[src/rtl/osc_pkg.sv]
// Shared types and defaults for the oscillator period monitor.
package osc_pkg;

    typedef enum logic [1:0] {
        IDLE = 2'd0,
        ARM  = 2'd1,
        HIGH = 2'd2,
        LOW  = 2'd3
    } osc_state_e;

    localparam int unsigned OSC_CNT_W       = 16;
    localparam int unsigned OSC_SYNC_STAGES = 2;

endpackage

[src/rtl/osc_edge_sync.sv]
// Synchronises an asynchronous waveform into the clk domain and emits
// single-cycle rise/fall pulses with identical latency for both edges.
module osc_edge_sync
    import osc_pkg::*;
#(
    parameter int unsigned SYNC_STAGES = OSC_SYNC_STAGES
) (
    input  logic clk_i,
    input  logic rst_ni,
    input  logic async_i,
    output logic rise_o,
    output logic fall_o
);

    logic [SYNC_STAGES-1:0] sync_q;
    logic                   prev_q;

    always_ff @(posedge clk_i or negedge rst_ni) begin
        if (!rst_ni) begin
            sync_q <= '0;
            prev_q <= 1'b0;
        end else begin
            sync_q <= {sync_q[SYNC_STAGES-2:0], async_i};
            prev_q <= sync_q[SYNC_STAGES-1];
        end
    end

    assign rise_o =  sync_q[SYNC_STAGES-1] & ~prev_q;
    assign fall_o = ~sync_q[SYNC_STAGES-1] &  prev_q;

endmodule

[src/rtl/osc_period_monitor.sv]
// Measures period and high time of a sampled oscillator, detects loss of
// signal and declares lock after consecutive matching periods.
module osc_period_monitor
    import osc_pkg::*;
#(
    parameter int unsigned CNT_W       = OSC_CNT_W,
    parameter int unsigned SYNC_STAGES = OSC_SYNC_STAGES,
    parameter int unsigned TIMEOUT_CYC = 1000,
    parameter int unsigned LOCK_TOL    = 2,
    parameter int unsigned LOCK_COUNT  = 4
) (
    input  logic             clk,
    input  logic             rst_n,
    input  logic             en,
    input  logic             osc_in,
    output logic [CNT_W-1:0] period,
    output logic [CNT_W-1:0] high_time,
    output logic             meas_valid,
    output logic             no_signal,
    output logic             locked
);

    localparam int unsigned      MATCH_W    = $clog2(LOCK_COUNT + 1);
    localparam logic [CNT_W-1:0] CNT_MAX    = '1;
    localparam logic [CNT_W-1:0] IDLE_LAST  = CNT_W'(TIMEOUT_CYC - 1);
    localparam logic [CNT_W-1:0] TOL        = CNT_W'(LOCK_TOL);
    localparam logic [MATCH_W-1:0] MATCH_FULL = MATCH_W'(LOCK_COUNT);

    osc_state_e         state_q, state_d;
    logic [CNT_W-1:0]   cnt_q, cnt_d;
    logic [CNT_W-1:0]   hi_cnt_q, hi_cnt_d;
    logic [CNT_W-1:0]   idle_q, idle_d;
    logic [MATCH_W-1:0] match_q, match_d;
    logic               have_prev_q, have_prev_d;
    logic [CNT_W-1:0]   period_q, period_d;
    logic [CNT_W-1:0]   high_q, high_d;
    logic               valid_q, valid_d;
    logic               nosig_q, nosig_d;
    logic               locked_q, locked_d;

    logic               rise, fall;
    logic [CNT_W-1:0]   cnt_inc, idle_inc, diff;
    logic [MATCH_W-1:0] match_inc;
    logic               is_match;

    osc_edge_sync #(
        .SYNC_STAGES(SYNC_STAGES)
    ) u_sync (
        .clk_i  (clk),
        .rst_ni (rst_n),
        .async_i(osc_in),
        .rise_o (rise),
        .fall_o (fall)
    );

    assign cnt_inc   = (cnt_q == CNT_MAX) ? cnt_q : cnt_q + CNT_W'(1);
    assign idle_inc  = (idle_q == CNT_MAX) ? idle_q : idle_q + CNT_W'(1);
    assign match_inc = (match_q == MATCH_FULL) ? match_q : match_q + MATCH_W'(1);
    assign diff      = (cnt_q >= period_q) ? cnt_q - period_q : period_q - cnt_q;
    assign is_match  = have_prev_q && (diff <= TOL);

    always_comb begin
        state_d     = state_q;
        cnt_d       = cnt_q;
        hi_cnt_d    = hi_cnt_q;
        idle_d      = idle_q;
        match_d     = match_q;
        have_prev_d = have_prev_q;
        period_d    = period_q;
        high_d      = high_q;
        valid_d     = 1'b0;
        nosig_d     = nosig_q;
        locked_d    = locked_q;

        if (!en) begin
            state_d     = IDLE;
            cnt_d       = '0;
            idle_d      = '0;
            match_d     = '0;
            have_prev_d = 1'b0;
            nosig_d     = 1'b0;
            locked_d    = 1'b0;
        end else if (state_q == IDLE) begin
            state_d     = ARM;
            cnt_d       = '0;
            idle_d      = '0;
            have_prev_d = 1'b0;
        end else if (!(rise || fall) && idle_q == IDLE_LAST) begin
            // An edge in the same cycle keeps us out of this branch.
            state_d     = ARM;
            cnt_d       = '0;
            idle_d      = '0;
            match_d     = '0;
            have_prev_d = 1'b0;
            nosig_d     = 1'b1;
            locked_d    = 1'b0;
        end else begin
            idle_d = (rise || fall) ? '0 : idle_inc;
            unique case (state_q)
                ARM: begin
                    if (rise) begin
                        state_d = HIGH;
                        cnt_d   = CNT_W'(1);
                    end
                end
                HIGH: begin
                    cnt_d = cnt_inc;
                    if (fall) begin
                        hi_cnt_d = cnt_q;
                        state_d  = LOW;
                    end
                end
                LOW: begin
                    cnt_d = cnt_inc;
                    if (rise) begin
                        state_d     = HIGH;
                        cnt_d       = CNT_W'(1);
                        period_d    = cnt_q;
                        high_d      = hi_cnt_q;
                        valid_d     = 1'b1;
                        nosig_d     = 1'b0;
                        have_prev_d = 1'b1;
                        if (is_match) begin
                            match_d  = match_inc;
                            locked_d = (match_inc == MATCH_FULL);
                        end else begin
                            match_d  = '0;
                            locked_d = 1'b0;
                        end
                    end
                end
                default: state_d = IDLE;
            endcase
        end
    end

    always_ff @(posedge clk or negedge rst_n) begin
        if (!rst_n) begin
            state_q     <= IDLE;
            cnt_q       <= '0;
            hi_cnt_q    <= '0;
            idle_q      <= '0;
            match_q     <= '0;
            have_prev_q <= 1'b0;
            period_q    <= '0;
            high_q      <= '0;
            valid_q     <= 1'b0;
            nosig_q     <= 1'b0;
            locked_q    <= 1'b0;
        end else begin
            state_q     <= state_d;
            cnt_q       <= cnt_d;
            hi_cnt_q    <= hi_cnt_d;
            idle_q      <= idle_d;
            match_q     <= match_d;
            have_prev_q <= have_prev_d;
            period_q    <= period_d;
            high_q      <= high_d;
            valid_q     <= valid_d;
            nosig_q     <= nosig_d;
            locked_q    <= locked_d;
        end
    end

    assign period     = period_q;
    assign high_time  = high_q;
    assign meas_valid = valid_q;
    assign no_signal  = nosig_q;
    assign locked     = locked_q;

endmodule

[config.mk]
export PLATFORM = sky130hd
export DESIGN_NAME = osc_period_monitor
export DESIGN_NICKNAME = d
export VERILOG_FILES = /design/src/rtl/osc_pkg.sv /design/src/rtl/osc_edge_sync.sv /design/src/rtl/osc_period_monitor.sv
export SDC_FILE = /design/constraint.sdc
export NUM_CORES = 1
export LEC_CHECK = 0
export ABC_AREA = 0
export ABC_CLOCK_PERIOD_IN_PS = 5300
export BUFFER_PORTS_ARGS = -buffer_cell sky130_fd_sc_hd__buf_2
export CAP_MARGIN = 20
export CORE_AREA = 2 2 101 103
export CTS_BUF_LIST = sky130_fd_sc_hd__clkbuf_16
export CTS_CLUSTER_DIAMETER = 200
export DETAILED_ROUTE_END_ITERATION = 16
export DIE_AREA = 0 0 103 105
export PLACE_DENSITY_LB_ADDON = 0.05
export SLEW_MARGIN = 20
export SYNTH_ARGS = -nofsm -noshare
export SYNTH_HDL_FRONTEND = slang
export SYNTH_SLANG_ARGS = --single-unit
[constraint.sdc]
create_clock -name clk -period 5.3 [get_ports clk]
set_input_delay 1.06 -clock clk [delete_from_list [all_inputs] [get_ports clk]]
set_output_delay 1.06 -clock clk [all_outputs]
set_load 0.005 [all_outputs]
=== Word-level counts from Yosys, hierarchy flattened ===
Index checks and enable logic that the tools add are counted.

* Bits in registers: 92
* Bits in latches: 0
* RAM bits: 0
* Memory bits (read-only): 0
* Logic and storage cells: 103
* Memories: 0

* Add/sub/neg operators: 5
* $mul: 0
* Div/mod/pow operators: 0
* Magnitude comparators: 2
* Equality and inequality tests: 18
* Shift-type cells: 0
* Muxes and demuxes: 47
* Bitwise operators: 6
* Reductions and logical operators: 12

{| class="wikitable"
|+ Operators by type and width
! cell !! count
|-
| two-way mux 16 bit || 12
|-
| one-hot mux 16 bit (3 select lines) || 1
|-
| adder 16 x 1 -> 16 bit, second input constant || 2
|-
| equality test 16 bit, second input constant || 2
|-
| subtractor 16 bit || 2
|-
| two-way mux 1 bit || 21
|-
| two-way mux 3 bit || 7
|-
| equality test 16 x 10 -> 1 bit, second input constant || 1
|-
| greater-or-equal comparator 16 bit || 1
|-
| <= comparator 16 x 2 -> 1 bit, second input constant || 1
|-
| two-way mux 2 bit || 5
|-
| inequality test 5 x 2 -> 1 bit, second input constant || 2
|-
| inequality test 5 bit, second input constant || 2
|-
| AND reduction 5 bit || 2
|-
| inequality test 4 x 1 -> 1 bit, second input constant || 2
|-
| equality test 3 bit, second input constant || 2
|-
| inequality test 3 x 1 -> 1 bit, second input constant || 2
|-
| inequality test 6 x 1 -> 1 bit, second input constant || 1
|-
| AND reduction 2 bit || 3
|-
| equality test 2 bit, second input constant || 2
|-
| inverter 1 bit || 4
|-
| one-hot mux 2 bit (2 select lines) || 1
|-
| adder 3 x 1 -> 3 bit, second input constant || 1
|-
| AND reduction 3 bit || 1
|-
| other kinds (8) || 10
|}

=== Depth between registers and ports, before layout ===
Gate-level depths: netlist of the first run.

* Depth after elaboration: 10
* Depth in mapped cells: 12
* Mapped depth without buffers: 12

=== Cells and area by module ===
Synthesis of the first run repeated with hierarchy kept, for this count alone.

* Cell total of the unflattened synthesis: 688
* Area, all modules: 5906.9 um2

{| class="wikitable"
|+ Modules (own cells, without submodules)
! module !! times used !! cells an instance !! area each (um2) !! seq. area each (um2)
|-
| osc_period_monitor || 1 || 683 || 5816.8 || 2227.1
|-
| osc_edge_sync || 1 || 5 || 90.1 || 75.1
|}

=== Worst setup path after synthesis of the first run ===
OpenSTA, ideal clock, no wires.

* Path kind: reg-to-reg
* Start point: register cnt_q[0]
* End point: register locked_q, in the netlist locked
* Setup time: 0.092 ns
* Arrival: 3.254 ns
* Required time: 5.208 ns
* Setup slack: 1.955 ns
* Cell stages (with the launch flop): 13
* Path through: dfrtp_1 -> inv_1 -> ha_1 -> fa_1 -> nand2b_1 -> a21oi_1 -> o211ai_1 -> a31oi_2 -> nand3_1 -> or4_1 -> a211o_1 -> or3_4 -> o31ai_2

* Cells in the longest elaborated chain, start to end: 10

{| class="wikitable"
|+ RTL lines
! what !! line !! text
|-
| start: declaration || osc_period_monitor.sv:30 || <nowiki>logic [CNT_W-1:0] cnt_q, cnt_d;</nowiki>
|-
| start signal: assignment || osc_period_monitor.sv:152 || <nowiki>cnt_q <= cnt_d;</nowiki>
|-
| subtractor 16 bit / greater-or-equal comparator 16 bit (equally long branches) || osc_period_monitor.sv:59 || <nowiki>assign diff = (cnt_q >= period_q) ? cnt_q - period_q : period_q - cnt_q;</nowiki>
|-
| two-way mux 16 bit (*) || osc_period_monitor.sv:59 ||
|-
| <= comparator 16 x 2 -> 1 bit (*) || osc_period_monitor.sv:60 || <nowiki>assign is_match = have_prev_q && (diff <= TOL);</nowiki>
|-
| logical AND 1 bit (*) || osc_period_monitor.sv:60 ||
|-
| two-way mux 1 bit (*) || osc_period_monitor.sv:123 || <nowiki>if (is_match) begin</nowiki>
|-
| two-way mux 1 bit (*) || osc_period_monitor.sv:115 || <nowiki>if (rise) begin</nowiki>
|-
| two-way mux 1 bit (*) || osc_period_monitor.sv:99 || <nowiki>unique case (state_q)</nowiki>
|-
| two-way mux 1 bit (*) || osc_period_monitor.sv:88 || <nowiki>end else if (!(rise || fall) && idle_q == IDLE_LAST) begin</nowiki>
|-
| two-way mux 1 bit (*) || osc_period_monitor.sv:83 || <nowiki>end else if (state_q == IDLE) begin</nowiki>
|-
| two-way mux 1 bit (*) || osc_period_monitor.sv:75 || <nowiki>if (!en) begin</nowiki>
|-
| end signal: assignment || osc_period_monitor.sv:161 || <nowiki>locked_q <= locked_d;</nowiki>
|-
| end: declaration || osc_period_monitor.sv:39 || <nowiki>logic locked_q, locked_d;</nowiki>
|}

Mark *: on every way between the ends. The rest lies on a longest branch, timed or not. The select of a mux whose other input is x is not followed.
A chain may end at the register's enable or synchronous reset.

=== Worst setup path in the final report of the first run ===
Same ends and word-level chain as after synthesis.

==> flow_metrics.py, run 1 <==
metrics = {
    "logic_synthesis": {
        "ys_seq_area_frac": 0.407,
        "synth_warnings": 0,
        "syn_area_um2": 5660,
        "synth_nets": 683,
        "synth-edff-count": 0,
        "postSynthAreaPerCell_um2": 8.84,
        "synth.ff_latch_count": 92,
        "synth_cells": 640,
        "synth_flop_cell": "dfrtp_1",
        "synth_cell_types": 60,
        "synthArstFlopShare": 1.00,
    },
    "layout": {
        "syn_to_final_growth_pct": 10.5,
        "postLayoutCoreUtil": 0.649,
        "drive_gt1_frac": 0.120,
        "fin_nets": 711,
        "mostFrequentLayoutCell": "dfrtp_1",
        "final_cell_mix": "92 x dfrtp_1, 77 x nand2_1, 67 x o21ai_0, 63 x nor2_1, 48 x a21oi_1",
        "antenna_cells": 0,
    },
    "sta": {
        "hold_viol_final": 0,
        "min_period_over_period": 0.731,
        "layout_min_cycle_time_ns": 3.87,
        "setup_violations": 0,
        "rsz0062_at_grt": "no",
        "max_slew_margin": 0.334,
        "hold_slack_ns": 0.366,
        "timing.final.max_slew_violations": 0,
        "worst_pin_slew_ns": 0.997,
        "finalClockSkew_ns": 0.0117,
        "max_freq_ghz": 0.258,
        "setup_tns_ns": 0,
    },
    "clock_tree": {
        "cts_sinks": 92,
        "holdBufCountCts": 0,
        "cts_htree_levels": 3,
        "clockBufferDepth": 2,
        "ctsRootBufferMaster": "clkbuf_16",
        "cts_tree": "built",
        "insertion_delay_ns": 0.35,
        "numCtsBuffers": 9,
        "ctsResizeCount": 0,
        "cts_setup_buffers": 0,
        "clk_pin_slew_worst_paths_ns": 0.08,
    },
    "critical_path": {
        "end_kind": "register",
        "cp.arrival_ns": 4.14,
        "cp.required_ns": 5.56,
        "crit_buf_inv": 1,
        "path_class": "register to register",
        "path_delay_family": "compound AO/OA/AOI/OAI gates",
        "path_cells": "inv_1 -> ha_1 -> fa_1 -> nand2b_1 -> a21oi_1 -> o211ai_1 -> a31oi_2 -> nand3_1 -> or4_1 -> a211o_1 -> or3_4 -> o31ai_2",
        "cp_slowest_cell": "dfrtp_1",
        "worstSetupStartpointType": "register",
        "slowest_delay_ns": 0.44,
        "crit_fanout": 8,
    },
    "global_routing": {
        "grt_max_degree": 48,
        "grt_pass1_vias": 4446,
        "track_usage": 0.269,
        "gr-total-overflow": 0,
        "grt_pass1_wl_um": 22600,
        "antenna_found_initial": 0,
    },
    "die": {
        "die_w_um": 103,
        "io_pins": 39,
        "dieArea_um2": 10800,
        "die_y_um": 105,
        "initial_core_util": 0.587,
        "rows": 36,
        "coreArea_um2": 9640,
    },
    "detailed_routing": {
        "drt-total-wl_um": 13700,
        "viasPerCell": 5.83,
        "wl_met3_um": 527,
        "ant_nets": 0,
        "first_iter_violations": 309,
        "highest_layer": "met4",
        "drt-met1-wl_um": 6260,
        "vias": 4699,
        "drc_errors": 0,
        "wl_met2_um": 6730,
        "drt-wirelength-per-cell_um": 17.0,
        "dr.pass1.iters": 5,
    },
    "pwr": {
        "p_per_area_nw_per_um2": 287,
        "peakVddDrop_mv": 0.209,
        "leakage_nw": 2.72,
    },
    "placed_design": {
        "gp_congestion": 0.973,
        "dp_hpwl_um": 10400,
        "numPortBuffers": 38,
    },
    "hold_path": {
        "hold_class": "register to register",
    },
    "run_status": {
        "status": "finished, final reports clean",
    },
    "flow_run": {
        "cap_viol_max_count": 0,
    },
}
==> worst reg2reg max path: cells and delay by family, from the launching register on <==
| family | cells | cell delay [ns] |
|---|---|---|
| flops | 1 | 0.44 |
| fa+ha+maj | 2 | 0.64 |
| simple gates | 4 | 1.09 |
| buf+inv | 1 | 0.12 |
| compound gates | 5 | 1.48 |
==> where the power goes <==
part | leakage (nW) | internal (mW) | total (mW) | switching (mW)
logic | 1.36 | 0.131 | 0.352 | 0.221
clock network | 0.147 | 0.377 | 0.681 | 0.304
registers | 1.21 | 0.730 | 0.760 | 0.0299
==> final cells by class <==
cell class	instances	area, um2
clock buffer	9	225
clock inverter	7	90.1
fill	828	3390
inverter	40	150
multi-input combinational	483	3100
sequential	92	2300
tap	133	166
timing repair buffer	42	223
==> cells in the mapped netlist, types with 2 or more instances <==
cell type | instances | area share
o221ai_1 | 2 | 0.0031
and2_1 | 2 | 0.0022
nand3_1 | 15 | 0.013
mux2_2 | 17 | 0.034
mux2i_1 | 7 | 0.012
nor4_1 | 2 | 0.0022
ha_1 | 37 | 0.082
nand2_1 | 77 | 0.051
nand3b_1 | 5 | 0.0066
nand4b_1 | 3 | 0.0046
a2111oi_0 | 2 | 0.0031
fa_1 | 2 | 0.0071
a21o_1 | 6 | 0.0080
nor3_1 | 8 | 0.0071
o21ai_0 | 67 | 0.059
nor2_1 | 63 | 0.042
a31oi_1 | 7 | 0.0077
a211o_1 | 3 | 0.0046
a21oi_1 | 48 | 0.042
nor2b_1 | 4 | 0.0044
o21ai_1 | 3 | 0.0027
nand2b_1 | 6 | 0.0066
clkbuf_1 | 14 | 0.0093
a21boi_1 | 2 | 0.0027
or4_1 | 2 | 0.0027
inv_1 | 40 | 0.027
and4_1 | 4 | 0.0062
and3_1 | 5 | 0.0055
xnor2_1 | 17 | 0.026
o21a_1 | 4 | 0.0053
nand4_1 | 15 | 0.017
xor2_1 | 18 | 0.028
dfrtp_1 | 92 | 0.41
o2111ai_1 | 2 | 0.0031
o211ai_1 | 5 | 0.0066
buf_2 | 9 | 0.0080
or3_1 | 2 | 0.0022
==> stage by stage <==
| stage | cells | power [mW] | cell area [um2] | setup slack, ns |
|---|---|---|---|---|
| detailed placement | 790 | 1.12 | 5940 | 1.45 |
| global route | 806 | 1.89 | 6250 | 1.22 |
| finish | 806 | 1.79 | 6250 | 1.43 |
| floorplan | 640 | 1.01 | 5660 | 1.95 |
| CTS | 806 | 1.81 | 6250 | 1.45 |
| global placement | 790 | 1.12 | 5940 | 1.66 |
==> state kept, by name (all words and copies together) (netlist names) <==
register	count
cnt_q	16
hi_cnt_q	16
high_time	16
idle_q	16
period	16
match_q	3
state_q	2
u_sync.sync_q	2
have_prev_q	1
locked	1
meas_valid	1
no_signal	1
u_sync.prev_q	1
==> worst paths after layout <==
check	endpoint	cells past startpoint	slack [ns]	from
setup / recovery	locked	12	1.43	cnt_q[0]
hold / removal	u_sync.sync_q[1]	0	0.37	u_sync.sync_q[0]
setup reg to reg	locked	12	1.43	cnt_q[0]
hold reg to reg	u_sync.sync_q[1]	0	0.37	u_sync.sync_q[0]
max in group asynchronous	cnt_q[7]	2	3.57	rst_n
min in group asynchronous	match_q[1]	1	0.71	rst_n
==> logic make-up (layout without fill, tap and decap cells) <==
| family | Yosys count | count (layout) | share of synthesized area |
|---|---|---|---|
| and+or+nand+nor | 220 | 220 | 0.186 |
| AOI/OAI and AO/OA | 165 | 165 | 0.172 |
| DFF | 92 | 92 | 0.407 |
| buffers and inverters | 65 | 98 | 0.0458 |
| adders and majority gates | 39 | 39 | 0.0889 |
| xor gates and xnor gates | 35 | 35 | 0.0542 |
| muxes | 24 | 24 | 0.0462 |
==> metal layers <==
metal  up-vias  global-route usage
met2       110               0.440
met4         0              0.0724
met3        17              0.0334
li1       2285                   -
met5         -                   0
met1      2287               0.374
Power figures use the tool's default switching activity.
==> run 2: changes to the inputs <==
Settings changed: ABC_CLOCK_PERIOD_IN_PS 5300 to 3960.
Clock period 5.3 ns to 3.96 ns, I/O delays scaled along.
==> flow_metrics.py, run 2 (same netlist as run 1, synthesis figures left out) <==
metrics = {
    "clock_tree": {
        "ctsResizeCount": 0,
        "clockBufferDepth": 2,
        "numCtsBuffers": 9,
        "cts_sinks": 92,
        "cts_setup_buffers": 0,
        "cts_tree": "built",
        "clk_pin_slew_worst_paths_ns": 0.07,
        "ctsRootBufferMaster": "clkbuf_16",
        "holdBufCountCts": 0,
        "cts_htree_levels": 3,
        "insertion_delay_ns": 0.35,
    },
    "placed_design": {
        "dpl.cell_count": 799,
        "numPortBuffers": 38,
        "gp_congestion": 0.964,
        "placed_area_um2": 6010,
        "dp_hpwl_um": 10500,
    },
    "die": {
        "die_y_um": 105,
        "io_pins": 39,
        "dieArea_um2": 10800,
        "initial_core_util": 0.587,
        "rows": 36,
        "coreArea_um2": 9640,
        "die_w_um": 103,
    },
    "pwr": {
        "combPwrFrac": 0.205,
        "leakage_nw": 2.76,
        "p_per_area_nw_per_um2": 371,
        "p_sw_mw": 0.737,
        "pwr-share-clk": 0.360,
        "intPower_mw": 1.60,
        "p_sw_frac": 0.316,
        "p_seq_frac": 0.435,
        "peakVddDrop_mv": 0.238,
        "finalPower_mw": 2.33,
    },
    "sta": {
        "layout_min_cycle_time_ns": 3.63,
        "max_freq_ghz": 0.276,
        "finalClockSkew_ns": 0.0100,
        "timing.final.max_slew_violations": 0,
        "rsz0062_at_grt": "no",
        "hold_viol_final": 0,
        "min_period_over_period": 0.915,
        "max_slew_margin": 0.455,
        "setup_violations": 0,
        "worst_pin_slew_ns": 0.818,
        "setup_tns_ns": 0,
    },
    "critical_path": {
        "cp.required_ns": 4.22,
        "end_kind": "register",
        "rr_worst_depth": 11,
        "path_class": "register to register",
        "reg2reg_to": "locked",
        "critPathLaunch": "cnt_q[0]",
        "cp.arrival_ns": 3.88,
        "critical_path.reg2reg.startpoint": "cnt_q[0]",
        "critPathCapture": "locked",
        "crit_fanout": 6,
        "worstSetupStartpointType": "register",
        "r2r_slack_ns": 0.33,
    },
    "global_routing": {
        "grt_pass1_vias": 4569,
        "antenna_found_initial": 0,
        "grt_pass1_wl_um": 22700,
        "track_usage": 0.268,
        "gr-total-overflow": 0,
        "grt_max_degree": 67,
    },
    "detailed_routing": {
        "viasPerCell": 5.80,
        "drt-total-wl_um": 13700,
        "ant_nets": 0,
        "dr.pass1.iters": 5,
        "vias": 4724,
        "drt-wirelength-per-cell_um": 16.9,
        "drc_errors": 0,
        "first_iter_violations": 287,
    },
    "layout": {
        "antenna_cells": 0,
        "drive_gt1_frac": 0.132,
        "design_area_um2": 6290,
        "mostFrequentLayoutCell": "dfrtp_1",
        "fin_cells": 815,
        "final_cell_mix": "92 x dfrtp_1, 77 x nand2_1, 67 x o21ai_0, 63 x nor2_1, 48 x a21oi_1",
        "syn_to_final_growth_pct": 11.2,
        "fin_nets": 720,
    },
    "flow_run": {
        "cap_viol_max_count": 0,
    },
    "run_status": {
        "status": "finished, final reports clean",
    },
    "hold_path": {
        "hold_class": "register to register",
    },
}
run 2: changes by cell type in the layout (fill, tap and decap cells not counted), sizes merged:
cell,before,now
bufinv,1,0
buf,42,51
clkinvlp,2,0
clkinv,1,2
inv,43,45
run 2: worst max-delay path, stage by stage, from the launching register on:
cell and delay, ns:
dfrtp_1 0.44, ha_1 0.24, fa_1 0.39, nand2b_1 0.19
a21oi_1 0.31, xor2_1 0.11, a2111oi_0 0.37, nand4b_1 0.17
or4_1 0.41, a211o_1 0.35, or3_4 0.36, o31ai_2 0.21
run 2: layout make-up:
class	count	area [um2]
clock inverters	7	62.6
well taps	133	166
clock buffers	9	225
flip-flops and latches	92	2300
fillers	850	3350
repair buffers	51	290
multi-input cells	483	3100
inverters	40	150
run 2: power by group through the flow:
stage	Sequential [mW]	Clock, mW	Combinational [mW]
3_5_place_dp	1.03	0	0.471
6_report	1.02	0.839	0.479
5_1_grt	1.02	0.891	0.543
4_1_cts	1.02	0.852	0.476
3_3_place_gp	1.03	0	0.470
2_1_floorplan	1.03	0	0.329
run 2: worst min-delay path by stage:
stage          cells after the start              from                to  slack, ns
3_5_place_dp                       0  u_sync.sync_q[0]  u_sync.sync_q[1]       0.34
3_3_place_gp                       0  u_sync.sync_q[0]  u_sync.sync_q[1]       0.35
5_1_grt                            0  u_sync.sync_q[0]  u_sync.sync_q[1]       0.38
6_report                           0  u_sync.sync_q[0]  u_sync.sync_q[1]       0.36
2_1_floorplan                      0  u_sync.sync_q[0]  u_sync.sync_q[1]       0.33
4_1_cts                            0  u_sync.sync_q[0]  u_sync.sync_q[1]       0.36
run 2: stage by stage:
stage / hold WS (ns) / setup WS (ns) / util
2_1_floorplan: 0.331 / 0.615 / -
3_3_place_gp: 0.348 / 0.434 / 0.623
3_5_place_dp: 0.338 / 0.362 / 0.623
4_1_cts: 0.363 / 0.338 / 0.653
5_1_grt: 0.376 / 0.0836 / 0.653
6_report: 0.363 / 0.335 / 0.653
run 2: routing by layer:
metal,vias to the layer above,GRT usage,part of all wire
li1,2309,-,-
met1,2252,0.373,0.45
met2,140,0.432,0.48
met3,23,0.0448,0.048
met4,0,0.0695,0.018
met5,-,0,0
